===== config.mk =====
export PLATFORM = sky130hd
export DESIGN_NAME = demod_sample_ctrl
export DESIGN_NICKNAME = d
export VERILOG_FILES = /design/src/rtl/demod_sample_ctrl.sv
export SDC_FILE = /design/constraint.sdc
export NUM_CORES = 1
export LEC_CHECK = 0
export ABC_CLOCK_PERIOD_IN_PS = 2000
export CAP_MARGIN = 20
export CORE_UTILIZATION = 50
export DETAILED_ROUTE_END_ITERATION = 6
export PLACE_DENSITY_LB_ADDON = 0.08
export REMOVE_ABC_BUFFERS = 1
export SLEW_MARGIN = 20
export SYNTH_ARGS = -nofsm -noshare
export SYNTH_HDL_FRONTEND = slang
export SYNTH_SLANG_ARGS = --single-unit
export TNS_END_PERCENT = 20

===== constraint.sdc =====
create_clock -name clk -period 2 [get_ports clk]
set_input_delay 0.3 -clock clk [delete_from_list [all_inputs] [get_ports clk]]
set_output_delay 0.3 -clock clk [all_outputs]
set_load 0.1 [all_outputs]

===== src/rtl/demod_sample_ctrl.sv =====
// ---------------------------------------------------------------------------
// demod_sample_ctrl
//   Sequencer for the IQ demodulation datapath. Divides the system clock into
//   the ADC sample strobe and steps an fs/4 quadrature LO (cosine/sine) in
//   lock-step with it. Keeps count of samples in flight through the
//   demodulator using its demod_rdy return. Raises sticky overrun, spurious
//   and drain-timeout error flags.
//
// Ports
//   clk          in   1      system clock
//   resetn       in   1      asynchronous active-low reset
//   enable       in   1      level: 1 = run sampling, 0 = stop and drain
//   err_clr      in   1      pulse, clears the sticky error flags
//   demod_rdy    in   1      pulse from the demodulator, one per processed sample
//   ADC_rdy      out  1      one-cycle sample strobe
//   cosine_out   out  2      LO cosine, two's complement (01=+1, 00=0, 11=-1)
//   sine_out     out  2      LO sine, same encoding
//   busy         out  1      high in any state other than IDLE
//   sample_cnt   out  CNT_W  strobes issued since the last ARM, wraps
//   outstanding  out  2      samples issued but not yet returned
//   err_overrun  out  1      sticky: strobe issued with outstanding at MAX_OUTST
//   err_spurious out  1      sticky: demod_rdy with nothing outstanding
//   err_timeout  out  1      sticky: DRAIN expired with samples still outstanding
//
// State  | meaning
// -------+-------------------------------------------------------------------
// IDLE   | stopped, LO parked at phase 0, waiting for enable
// ARM    | single cycle: clears divider, phase, sample count, outstanding
// RUN    | divider running, one ADC_rdy every CLK_DIV clocks
// DRAIN  | no strobes; waits for outstanding samples, bounded by DRAIN_TO
// ---------------------------------------------------------------------------
module demod_sample_ctrl #(
  parameter int CLK_DIV   = 5,
  parameter int MAX_OUTST = 2,
  parameter int DRAIN_TO  = 64,
  parameter int CNT_W     = 16
) (
  input  logic             clk,
  input  logic             resetn,
  input  logic             enable,
  input  logic             err_clr,
  input  logic             demod_rdy,
  output logic             ADC_rdy,
  output logic [1:0]       cosine_out,
  output logic [1:0]       sine_out,
  output logic             busy,
  output logic [CNT_W-1:0] sample_cnt,
  output logic [1:0]       outstanding,
  output logic             err_overrun,
  output logic             err_spurious,
  output logic             err_timeout
);

  localparam int DIV_W = (CLK_DIV > 1) ? $clog2(CLK_DIV) : 1;
  localparam int TMR_W = (DRAIN_TO > 1) ? $clog2(DRAIN_TO) : 1;

  localparam logic [DIV_W-1:0] DIV_LAST   = DIV_W'(CLK_DIV - 1);
  localparam logic [TMR_W-1:0] DRAIN_LAST = TMR_W'(DRAIN_TO - 1);
  localparam logic [1:0]       OUTST_MAX  = 2'(MAX_OUTST);

  typedef enum logic [1:0] {
    S_IDLE  = 2'd0,
    S_ARM   = 2'd1,
    S_RUN   = 2'd2,
    S_DRAIN = 2'd3
  } state_t;

  state_t            r_state;
  logic [DIV_W-1:0]  r_div_cnt;
  logic [TMR_W-1:0]  r_drain_tmr;
  logic [1:0]        r_phase;
  logic [1:0]        r_cos;
  logic [1:0]        r_sin;
  logic [CNT_W-1:0]  r_sample_cnt;
  logic [1:0]        r_outst;
  logic              r_err_ovr;
  logic              r_err_spur;
  logic              r_err_to;

  logic              w_adc_rdy;
  logic [1:0]        w_outst_nxt;
  logic              w_ovr_evt;
  logic              w_spur_evt;
  logic              w_to_evt;

  // LO lookup: {cos, sin} for each quarter of the fs/4 cycle.
  function automatic logic [3:0] lo_of(input logic [1:0] ph);
    logic [3:0] v;
    case (ph)
      2'd0:    v = {2'b01, 2'b00};
      2'd1:    v = {2'b00, 2'b11};
      2'd2:    v = {2'b11, 2'b00};
      default: v = {2'b00, 2'b01};
    endcase
    return v;
  endfunction

  // The strobe is gated by the live enable so that the last RUN cycle (the one
  // in which enable is seen low) never issues a sample that DRAIN would then
  // have to wait for.
  assign w_adc_rdy = (r_state == S_RUN) && enable && (r_div_cnt == DIV_LAST);

  // In-flight bookkeeping. A strobe and a return in the same cycle cancel.
  always_comb begin
    w_outst_nxt = r_outst;
    w_ovr_evt   = 1'b0;
    w_spur_evt  = 1'b0;
    case ({w_adc_rdy, demod_rdy})
      2'b10: begin
        if (r_outst == OUTST_MAX) w_ovr_evt = 1'b1;
        else                      w_outst_nxt = r_outst + 2'd1;
      end
      2'b01: begin
        if (r_outst == 2'd0) w_spur_evt = 1'b1;
        else                 w_outst_nxt = r_outst - 2'd1;
      end
      default: ;
    endcase
  end

  assign w_to_evt = (r_state == S_DRAIN) && (r_outst != 2'd0) &&
                    (r_drain_tmr == DRAIN_LAST);

  always_ff @(posedge clk or negedge resetn) begin
    if (!resetn) begin
      r_state      <= S_IDLE;
      r_div_cnt    <= '0;
      r_drain_tmr  <= '0;
      r_phase      <= 2'd0;
      r_cos        <= 2'b01;
      r_sin        <= 2'b00;
      r_sample_cnt <= '0;
      r_outst      <= 2'd0;
      r_err_ovr    <= 1'b0;
      r_err_spur   <= 1'b0;
      r_err_to     <= 1'b0;
    end else begin
      // Sticky flags: a new event wins over a simultaneous clear.
      r_err_ovr  <= w_ovr_evt  | (r_err_ovr  & ~err_clr);
      r_err_spur <= w_spur_evt | (r_err_spur & ~err_clr);
      r_err_to   <= w_to_evt   | (r_err_to   & ~err_clr);

      r_outst <= w_outst_nxt;

      case (r_state)
        S_IDLE: begin
          if (enable) r_state <= S_ARM;
        end

        S_ARM: begin
          r_div_cnt    <= '0;
          r_phase      <= 2'd0;
          r_cos        <= 2'b01;
          r_sin        <= 2'b00;
          r_sample_cnt <= '0;
          r_outst      <= 2'd0;
          r_state      <= enable ? S_RUN : S_IDLE;
        end

        S_RUN: begin
          if (!enable) begin
            r_state     <= S_DRAIN;
            r_drain_tmr <= '0;
          end else begin
            r_div_cnt <= (r_div_cnt == DIV_LAST) ? '0 : r_div_cnt + DIV_W'(1);
            // LO steps after the strobe so it is steady across the whole
            // sample period, strobe cycle included.
            if (w_adc_rdy) begin
              r_phase        <= r_phase + 2'd1;
              {r_cos, r_sin} <= lo_of(r_phase + 2'd1);
              r_sample_cnt   <= r_sample_cnt + CNT_W'(1);
            end
          end
        end

        S_DRAIN: begin
          if (r_outst == 2'd0 || w_to_evt) begin
            r_state <= S_IDLE;
            r_phase <= 2'd0;
            r_cos   <= 2'b01;
            r_sin   <= 2'b00;
            if (w_to_evt) r_outst <= 2'd0;
          end else begin
            r_drain_tmr <= r_drain_tmr + TMR_W'(1);
          end
        end

        default: r_state <= S_IDLE;
      endcase
    end
  end

  assign ADC_rdy      = w_adc_rdy;
  assign cosine_out   = r_cos;
  assign sine_out     = r_sin;
  assign busy         = (r_state != S_IDLE);
  assign sample_cnt   = r_sample_cnt;
  assign outstanding  = r_outst;
  assign err_overrun  = r_err_ovr;
  assign err_spurious = r_err_spur;
  assign err_timeout  = r_err_to;

endmodule


==> flow_summary.ini <==
[sta]
maxSlewHeadroom = 0.652
fmax_ghz = 0.519
fin_crit_sh = 0.963
setup_viol = 0
hold_violations = 0
worst_pin_slew_ns = 0.522
fin_tns_setup_ns = 0
whs_ns = 0.530
fin_skew_ns = 0.00412
finalCriticalPeriod_ns = 1.93
final_max_slew_viol_count = 0
rsz0062_at_grt = false

[status]
status = complete, no violations

[power_and_ir_drop]
leakage_nw = 1.31
p_per_area_nw_per_um2 = 1050
total_power_w = 0.00275
peakVddDrop_v = 0.000947

[die]
start_util = 0.519
io_pins = 32
die_height_um = 66.4
die_x_um = 66.4
die-area_um2 = 4410
core_um2 = 4000
rows = 23

[worst_setup_path]
crit_type = in2out
timing.reg2reg.setup_slack_ns = 0.22
crit_arrival_ns = 1.63
end_kind = primary output
cp.required_ns = 1.70
cp-start-kind = input pin
rr_startpoint = r_drain_tmr[0]
cp_max_fo = 10
ff2ff_path_depth = 5
r2r_end = r_drain_tmr[0]

[logic_synthesis]
ys.flop_type = dfrtp_1
ys_ff_latch = 37
ys_types = 47
yosysSeqAreaShare = 0.447
synth_top_area_frac = 0.434
netlist_area_um2 = 2080
syn_avg_cell_area_um2 = 9.39
synthArstFlopShare = 1.00
yosysMostFrequentCell = dfrtp_1
yosys_warnings = 0
synth-edff-count = 0
synth.top_cells.by_area = dfrtp_1, ha_1, nand2_1
yosysTopAreaCell = dfrtp_1
netlist_instances = 221
synthTopCellsByCount = dfrtp_1, nand2_1, nor2_1

[drt]
detail_route.vias_per_cell = 5.67
vias = 1809
ant_nets = 0
wirelength_um = 4560
drt_iter0_drc = 79
wl_per_cell_um = 14.3
dr.pass1.iters = 4
drc = 0

[hold_path]
worstHoldStart = r_drain_tmr[2]
hold_depth = 1
whs_endpoint = r_drain_tmr[2]
worstHoldPathType = reg2reg

[global_routing]
grt_pass1_vias = 1648
grt_pass1_wl_um = 7560
grt_util_all_layers = 0.232
antenna_found_initial = 0
overflow = 0
grt_max_degree = 24

[final_layout]
num_antenna_cells = 0
syn_to_final_growth_pct = 25.6
final_util = 0.652
drive_gt1_frac = 0.227
fin_area_um2 = 2610
nFillCells = 339
final_net_count = 286

[cts]
cts.path.max_buffers = 2
cts_made_buffers = 5
htreeDepth = 2
clk_pin_slew_ns = 0.07
clock_sinks = 37
clk_latency_ns = 0.29
root_buffer = clkbuf_8
tritoncts = built

[placed_design]
gp_congestion = 0.791
port_buffers = 31
place_area_um2 = 2500
hpwl_um = 3340

[job]
cap_violations = 0
## cells in the final DEF (no fill, tap or decap), drive strengths merged, types with 2 or more instances in the layout
master and n:
nor3 5, inv 16, a41o 4, ha 12
a221oi 4, o32ai 2, o21ai 12, or2 2
clkdlybuf4s50 3, dfrtp 36, a21oi 13, nand4 4
or3 3, a31oi 5, o31ai 2, nand2 32
buf 45, nand3 9, nor2b 2, and3 3
xnor2 5, clkbuf 7, nor2 18, mux2i 4
nand2b 2
## timing repair
item | CTS | global route
gates resized for setup | 0 | 2
endpoints found under the setup margin | 0 | 2
hold endpoints to repair | 5 | 0
hold buffers | 1 | 0
setup buffers | 0 | 0
## layer usage
metal	vias up	routed length (um)	track usage
met4	0	85	0.0984
met2	34	2290	0.395
li1	886	-	-
met1	880	2070	0.284
met3	9	115	0.0414
met5	-	0	0
## critical path, cell delays in order
cell	delay (ns)
clkdlybuf4s50_1	0.54
and4b_1	0.24
nand2_1	0.12
inv_2	0.08
buf_4	0.17
buf_12	0.18
## how the worst max path moves through the flow
stage	start	to	slack [ns]	cells after the start
after global placement	enable	sample_cnt[14]	0.02	7
after global routing	enable	ADC_rdy	0.001	6
after floorplan	outstanding[0]	r_drain_tmr[5]	-0.29	5
after CTS	r_div_cnt[0]	ADC_rdy	0.04	6
after detailed placement	enable	sample_cnt[10]	-0.04	6
final	enable	ADC_rdy	0.07	6
## sequential cells by signal, indices dropped and copies added (netlist names), named ones only
| signal | flops |
|---|---|
| err_timeout | 1 |
| sample_cnt | 16 |
| r_state | 1 |
| r_phase | 2 |
| r_drain_tmr | 6 |
| sine_out | 1 |
| err_spurious | 1 |
| err_overrun | 1 |
| cosine_out | 2 |
| r_div_cnt | 3 |
| outstanding | 2 |
## metrics by stage
step | worst slack [ns] | std cells
6_report | 0.0747 | 319
4_1_cts | 0.0421 | 319
3_5_place_dp | -0.0358 | 311
5_1_grt | 0.00125 | 319
3_3_place_gp | 0.0198 | 311
2_1_floorplan | -0.287 | 213
## final cells by class
cell class	count	area (um^2)	area share
Inverter	16	60.1	0.0230
Timing Repair Buffer	49	413	0.158
Tap cell	50	62.6	0.0240
Clock buffer	7	86.3	0.0331
Sequential cell	37	927	0.356
Multi-Input combinational cell	160	1060	0.406
## where the power goes
part	internal, W	total [W]	switching (W)
clock network	0.000274	0.000532	0.000259
registers	0.000853	0.000973	0.000120
logic	0.000390	0.00124	0.000849
total	0.00152	0.00275	0.00123
## cells by family after synthesis
kind of cell,after synthesis,share of synthesized area
AOI/OAI and AO/OA,52,0.169
xor gates and xnor gates,6,0.0253
adders and majority gates,12,0.0723
buffers and inverters,24,0.0476
DFF,37,0.447
muxes,4,0.0193
and+or+nand+nor,86,0.219
Power figures use the tool's default switching activity.
